$ cat config.mk
export PLATFORM = sky130hd
export DESIGN_NAME = div_unit
export DESIGN_NICKNAME = d
export VERILOG_FILES = /design/src/rtl/div_unit_pkg.sv /design/src/rtl/div_unit_step.sv /design/src/rtl/div_unit.sv
export SDC_FILE = /design/constraint.sdc
export NUM_CORES = 1
export LEC_CHECK = 0
export ABC_AREA = 1
export ABC_CLOCK_PERIOD_IN_PS = 3800
export CORE_MARGIN = 8
export CORE_UTILIZATION = 45
export CTS_CLUSTER_DIAMETER = 60
export DETAILED_ROUTE_END_ITERATION = 8
export PLACE_DENSITY = 0.68
export REMOVE_ABC_BUFFERS = 1
export SETUP_SLACK_MARGIN = 0.02
export SLEW_MARGIN = 30
export SYNTH_ARGS = -nofsm -noshare
export SYNTH_HDL_FRONTEND = slang
export SYNTH_SLANG_ARGS = --single-unit
$ cat constraint.sdc
create_clock -name clk -period 3.8 [get_ports clk]
set_clock_uncertainty 0.15 [all_clocks]
set_input_delay 0.57 -clock clk [delete_from_list [all_inputs] [get_ports clk]]
set_output_delay 0.57 -clock clk [all_outputs]
set_load 0.01 [all_outputs]
$ cat src/rtl/div_unit_pkg.sv
// Shared constants for the radix-2 restoring divider: FSM encodings and counter width.
package div_unit_pkg;

    typedef logic [1:0] div_state_t;

    localparam div_state_t DIV_IDLE = 2'b00;
    localparam div_state_t DIV_BUSY = 2'b01;
    localparam div_state_t DIV_DONE = 2'b10;

    localparam int DIV_CNT_W = 5;

endpackage

$ cat src/rtl/div_unit_step.sv
// One combinational restoring-division step: shift {rem, q} left, trial-subtract dvs.
module div_unit_step #(
    parameter int WIDTH = 32
) (
    input  logic [WIDTH-1:0] rem,
    input  logic [WIDTH-1:0] q,
    input  logic [WIDTH-1:0] dvs,
    output logic [WIDTH-1:0] rem_nxt,
    output logic [WIDTH-1:0] q_nxt
);

    logic [WIDTH:0] trial;

    // rem < dvs holds between steps, so one extra bit is enough for the sign of the trial.
    assign trial   = {rem, q[WIDTH-1]} - {1'b0, dvs};
    assign rem_nxt = trial[WIDTH] ? {rem[WIDTH-2:0], q[WIDTH-1]} : trial[WIDTH-1:0];
    assign q_nxt   = {q[WIDTH-2:0], ~trial[WIDTH]};

endmodule

$ cat src/rtl/div_unit.sv
// Multi-cycle DIV/DIVU unit for the EX stage; stalls the pipeline and returns {remainder, quotient}.
module div_unit
    import div_unit_pkg::*;
#(
    parameter int WIDTH = 32
) (
    input  logic               clk,
    input  logic               resetn,
    input  logic               start_i,
    input  logic               signed_i,
    input  logic               annul_i,
    input  logic [WIDTH-1:0]   dividend_i,
    input  logic [WIDTH-1:0]   divisor_i,
    output logic               stall_o,
    output logic               result_valid_o,
    output logic [2*WIDTH-1:0] result_o
);

    localparam int CNT_W = (WIDTH > 2) ? $clog2(WIDTH) : 1;

    div_state_t       state;
    logic [CNT_W-1:0] cnt;
    logic [WIDTH-1:0] rem;
    logic [WIDTH-1:0] q;
    logic [WIDTH-1:0] dvs;
    logic             neg_q;
    logic             neg_r;

    logic             accept;
    logic             dvd_neg;
    logic             dvs_neg;
    logic [WIDTH-1:0] dvd_mag;
    logic [WIDTH-1:0] dvs_mag;
    logic [WIDTH-1:0] rem_nxt;
    logic [WIDTH-1:0] q_nxt;
    logic [WIDTH-1:0] q_fix;
    logic [WIDTH-1:0] rem_fix;
    logic             last_step;

    assign accept  = (state != DIV_BUSY) && start_i && !annul_i;
    assign dvd_neg = signed_i & dividend_i[WIDTH-1];
    assign dvs_neg = signed_i & divisor_i[WIDTH-1];

    // -2^(WIDTH-1) negates to itself, which is exactly its unsigned magnitude.
    assign dvd_mag = dvd_neg ? -dividend_i : dividend_i;
    assign dvs_mag = dvs_neg ? -divisor_i  : divisor_i;

    div_unit_step #(.WIDTH(WIDTH)) u_step (
        .rem     (rem),
        .q       (q),
        .dvs     (dvs),
        .rem_nxt (rem_nxt),
        .q_nxt   (q_nxt)
    );

    assign last_step = (cnt == CNT_W'(WIDTH - 1));
    assign q_fix     = neg_q ? -q_nxt   : q_nxt;
    assign rem_fix   = neg_r ? -rem_nxt : rem_nxt;

    // Combinational so the requesting instruction is held from its first EX cycle.
    assign stall_o        = accept || ((state == DIV_BUSY) && !annul_i);
    assign result_valid_o = (state == DIV_DONE);

    // NOTE: sequential state uses non-blocking assignments so every register samples pre-edge values.
    always_ff @(posedge clk or negedge resetn) begin
        if (!resetn) begin
            state    <= DIV_IDLE;
            cnt      <= '0;
            rem      <= '0;
            q        <= '0;
            dvs      <= '0;
            neg_q    <= 1'b0;
            neg_r    <= 1'b0;
            result_o <= '0;
        end else begin
            case (state)
                DIV_BUSY: begin
                    if (annul_i) begin
                        state <= DIV_IDLE;
                    end else begin
                        rem <= rem_nxt;
                        q   <= q_nxt;
                        cnt <= cnt + CNT_W'(1);
                        if (last_step) begin
                            state    <= DIV_DONE;
                            result_o <= {rem_fix, q_fix};
                        end
                    end
                end
                default: begin
                    if (!accept) begin
                        state <= DIV_IDLE;
                    end else if (divisor_i == '0) begin
                        state    <= DIV_DONE;
                        result_o <= {dividend_i, {WIDTH{1'b1}}};
                    end else begin
                        state <= DIV_BUSY;
                        q     <= dvd_mag;
                        dvs   <= dvs_mag;
                        rem   <= '0;
                        cnt   <= '0;
                        neg_q <= dvd_neg ^ dvs_neg;
                        neg_r <= dvd_neg;
                    end
                end
            endcase
        end
    end

endmodule

==> results by group <==
GRT
  • Grt met2 use: about two fifths
  • Met1 Usage GRT: 31.2%
  • Overflow after GRT: 0
  • First-pass GRT wire length: 69.0 mm
  • Layer with the highest usage: met2
  • Largest net degree at the start of global routing: 96
  • Tot GR Track Use: 23.7%
  • M3 GR Usage: under 10%
  • Vias in the first global route: between 10000 and 15000
  • Initial antenna violation count: 0

Power
  • Switching power: between 9 and 10 mW
  • Share of power burned in registers: 18.1%
  • Logic pwr share: between 70% and 80%
  • Static Leak: between 8 and 9 nW
  • Cell Int Power: 8.56 mW
  • Peak supply drop: 0.576 mV
  • Power density cells: 1050 nW/um^2
  • Sw frac: about half
  • Design Power: between 15 and 20 mW
  • Clock power share: a little over a tenth

Hold path
  • Worst Hold Class: flop to flop
  • HP Start: dvs[13]
  • Worst hold endpoint: dvs[13]
  • Worst hold path cell count: 2

Place
  • Final GP Congestion: between 0.9 and 1
  • Setup WS pre-CTS: -0.120 ns
  • DP Wirelength: roughly 34 mm
  • PortBufs: 134

Timing
  • Final period util: 94.3%
  • Setup violators final: 0
  • Final Hold Viols: 0
  • Final WS setup: 0.218 ns
  • Tmin final: 3.58 ns
  • Slew Limit Fails: 0
  • Fmax: 0.279 GHz
  • Final hold slack: about 0.33 ns
  • RSZ-0062 raised after global routing: false
  • Slew @ Worst Pin: around 0.94 ns
  • Relative slew slack: 37.2%

Final layout
  • Most common cell after layout, fill and taps aside: nand2_1
  • Commonest non-fill, non-tap cells in the layout: nand2_1 (668), inv_1 (308), nor2_1 (198)
  • Antenna cell count: 0
  • Area delta synth->final: 23.8%
  • Util after Layout: 56.6%
  • Fin nets: 2452
  • Share of layout cells above drive strength 1: 11.1%

Drt
  • Routed Antenna Nets: 0
  • Average wire per standard cell: 15.6 microns
  • Vias/cell: 5.16
  • DR pass1 iterations: 7
  • Vias: 14200
  • Initial DRC count: about 1100
  • Drt total wl: 42.8 mm
  • Drc violations: 0

Worst setup path
  • Max stage delay on crit path: 0.37 ns
  • CP Max Fanout: 3
  • Critical path class: flop to flop
  • Worst R2R End: result_o[30]
  • CP Data Arrival Time: 3.77 ns
  • Element type at the critical path end: flop
  • Reg2reg path depth: 27
  • Crit path required time: 3.98 ns
  • CP max stage cell: dfrtp_1
  • Worst path top cell family by delay: simple AND/OR/NAND/NOR gates
  • Top cell by count, worst path: nand2_2
  • Crit path buf inv count: 4
  • Reg2reg start: q[31]
  • CP Launch Type: flop
  • R2R Setup Slk: roughly 0.22 ns

Synthesis
  • Largest area contributor in the netlist: dfrtp_1
  • EDFF count, synth: 0
  • Yosys cell types: 55
  • Top cell type's share of synthesized area: 31.1%
  • Sequential element share of the synthesized area: 31.1%
  • Avg Cell Area, Syn: 6.37 sq um
  • Async set or reset register ratio after synthesis: 100%
  • Most used DFF post-synth: dfrtp_1
  • Top post-synthesis cells by area: dfrtp_1 (31%), nand2_1 (19%), inv_1 (8.5%)
  • Mapped Cells: between 2000 and 2500
  • YS warnings: 0
  • Syn Std Cell Area: 13600 sq um
  • Synth Register Bits: 169

Floorplanning
  • Full die area: 36000 sq um
  • Rows: 63
  • Core area: 29700 sq um
  • I/O pin count: 135
  • Die Span X: 190 microns
  • Die Y: 190 microns
  • Starting Density: 45.7%

Clock network
  • Clock Sinks: 169
  • TritonCTS clock tree: built
  • CTS buffer count: 17
  • CTS clk-pin slew, worst paths: about 0.070 ns
  • CTS Root Cell: clkbuf_16
  • Max Root-Sink Buffers: 2
  • H-tree depth: 4
  • Clock insertion delay at the later pin of the skew report: ~0.44 ns

Flow run
  • Max Cap Viol: 0

Status
  • Status: complete, no violations
kinds of logic (layout without fill, tap and decap cells):
logic type / Yosys count / in the layout / synth area share (%)
AND/OR/NAND/NOR: 1163 / 1163 / 36.8
buffers and inverters: 393 / 616 / 11.4
AO/OA/AOI/OAI: 304 / 304 / 12.8
flip-flops: 169 / 169 / 31.1
XOR/XNOR: 66 / 66 / 4.25
adder cells (fa/ha/maj): 39 / 39 / 3.65
per-stage QoR:
stage | setup TNS, ns | cell area [sq um] | instances
after floorplan | -193.54 | 13200 | 2063
after global placement | -0.102 | 16100 | 2712
after detailed placement | -0.474 | 16100 | 2712
after CTS | 0 | 16800 | 2745
after global routing | 0 | 16800 | 2747
final | 0 | 16800 | 2747
sequential cells by signal (all words and copies together) (netlist names):
| register | cells |
|---|---|
| cnt | 5 |
| dvs | 32 |
| neg_q | 1 |
| neg_r | 1 |
| q | 32 |
| rem | 32 |
| result_o | 64 |
| state | 2 |
worst min-delay path: cells and delay by family, from the launching register on:
kind | cells | cell delay [ns]
flip-flops | 1 | 0.34
AND/OR/NAND/NOR | 1 | 0.05
AO/OA/AOI/OAI | 1 | 0.05
metal layers:
layer,part of all wire [%],vias to the layer above,routed length [microns]
li1,-,7219,-
met1,45,6485,19400
met2,47,396,19900
met3,5.1,68,2190
met4,3.0,0,1290
met5,0,-,0
how the worst max path moves through the flow:
stage	depth (start not counted)	slack, ns	start	end
after floorplan	10	-2.23	state[1]	result_o[23]
after global placement	27	-0.07	q[31]	result_o[28]
after detailed placement	27	-0.12	q[31]	result_o[28]
after CTS	27	0.03	q[31]	result_o[30]
after global routing	26	0.002	q[31]	result_o[60]
final	27	0.22	q[31]	result_o[30]
cells in the mapped netlist, types with 16 or more instances:
master	instances
xnor2_1	18
ha_1	38
nand3_1	130
a21oi_1	67
nor2_1	201
o21ai_0	115
xor2_1	48
dfrtp_1	169
nor3_1	38
nand2_2	43
o22ai_1	44
clkbuf_1	49
a31oi_1	16
nand4_1	20
inv_1	309
o21ai_1	23
nand2_1	672
area by class of cell:
type / count / area, sq um
fillers: 2923 / 12900
multi-input cells: 1572 / 7890
flip-flops and latches: 169 / 4230
repair buffers: 262 / 2390
inverters: 322 / 1210
well taps: 390 / 488
clock buffers: 19 / 443
clock inverters: 13 / 169
power by group through the flow:
stage / sequential (mW) / combinational, mW / clock, mW
6_report: 3.18 / 12.6 / 1.84
5_1_grt: 3.27 / 14.1 / 1.95
4_1_cts: 3.16 / 12.5 / 1.87
3_5_place_dp: 3.20 / 12.4 / 0
3_3_place_gp: 3.15 / 12.2 / 0
2_1_floorplan: 3.21 / 7.71 / 0
what timing repair did:
item,in CTS,in global routing
cloned,0,0
hold buffers,1,0
gates resized for setup,10,11
pin swaps,2,7
endpoints found under the hold margin,34,0
setup buffers,0,2
endpoints found under the setup margin,13,28
Power figures use the tool's default switching activity.
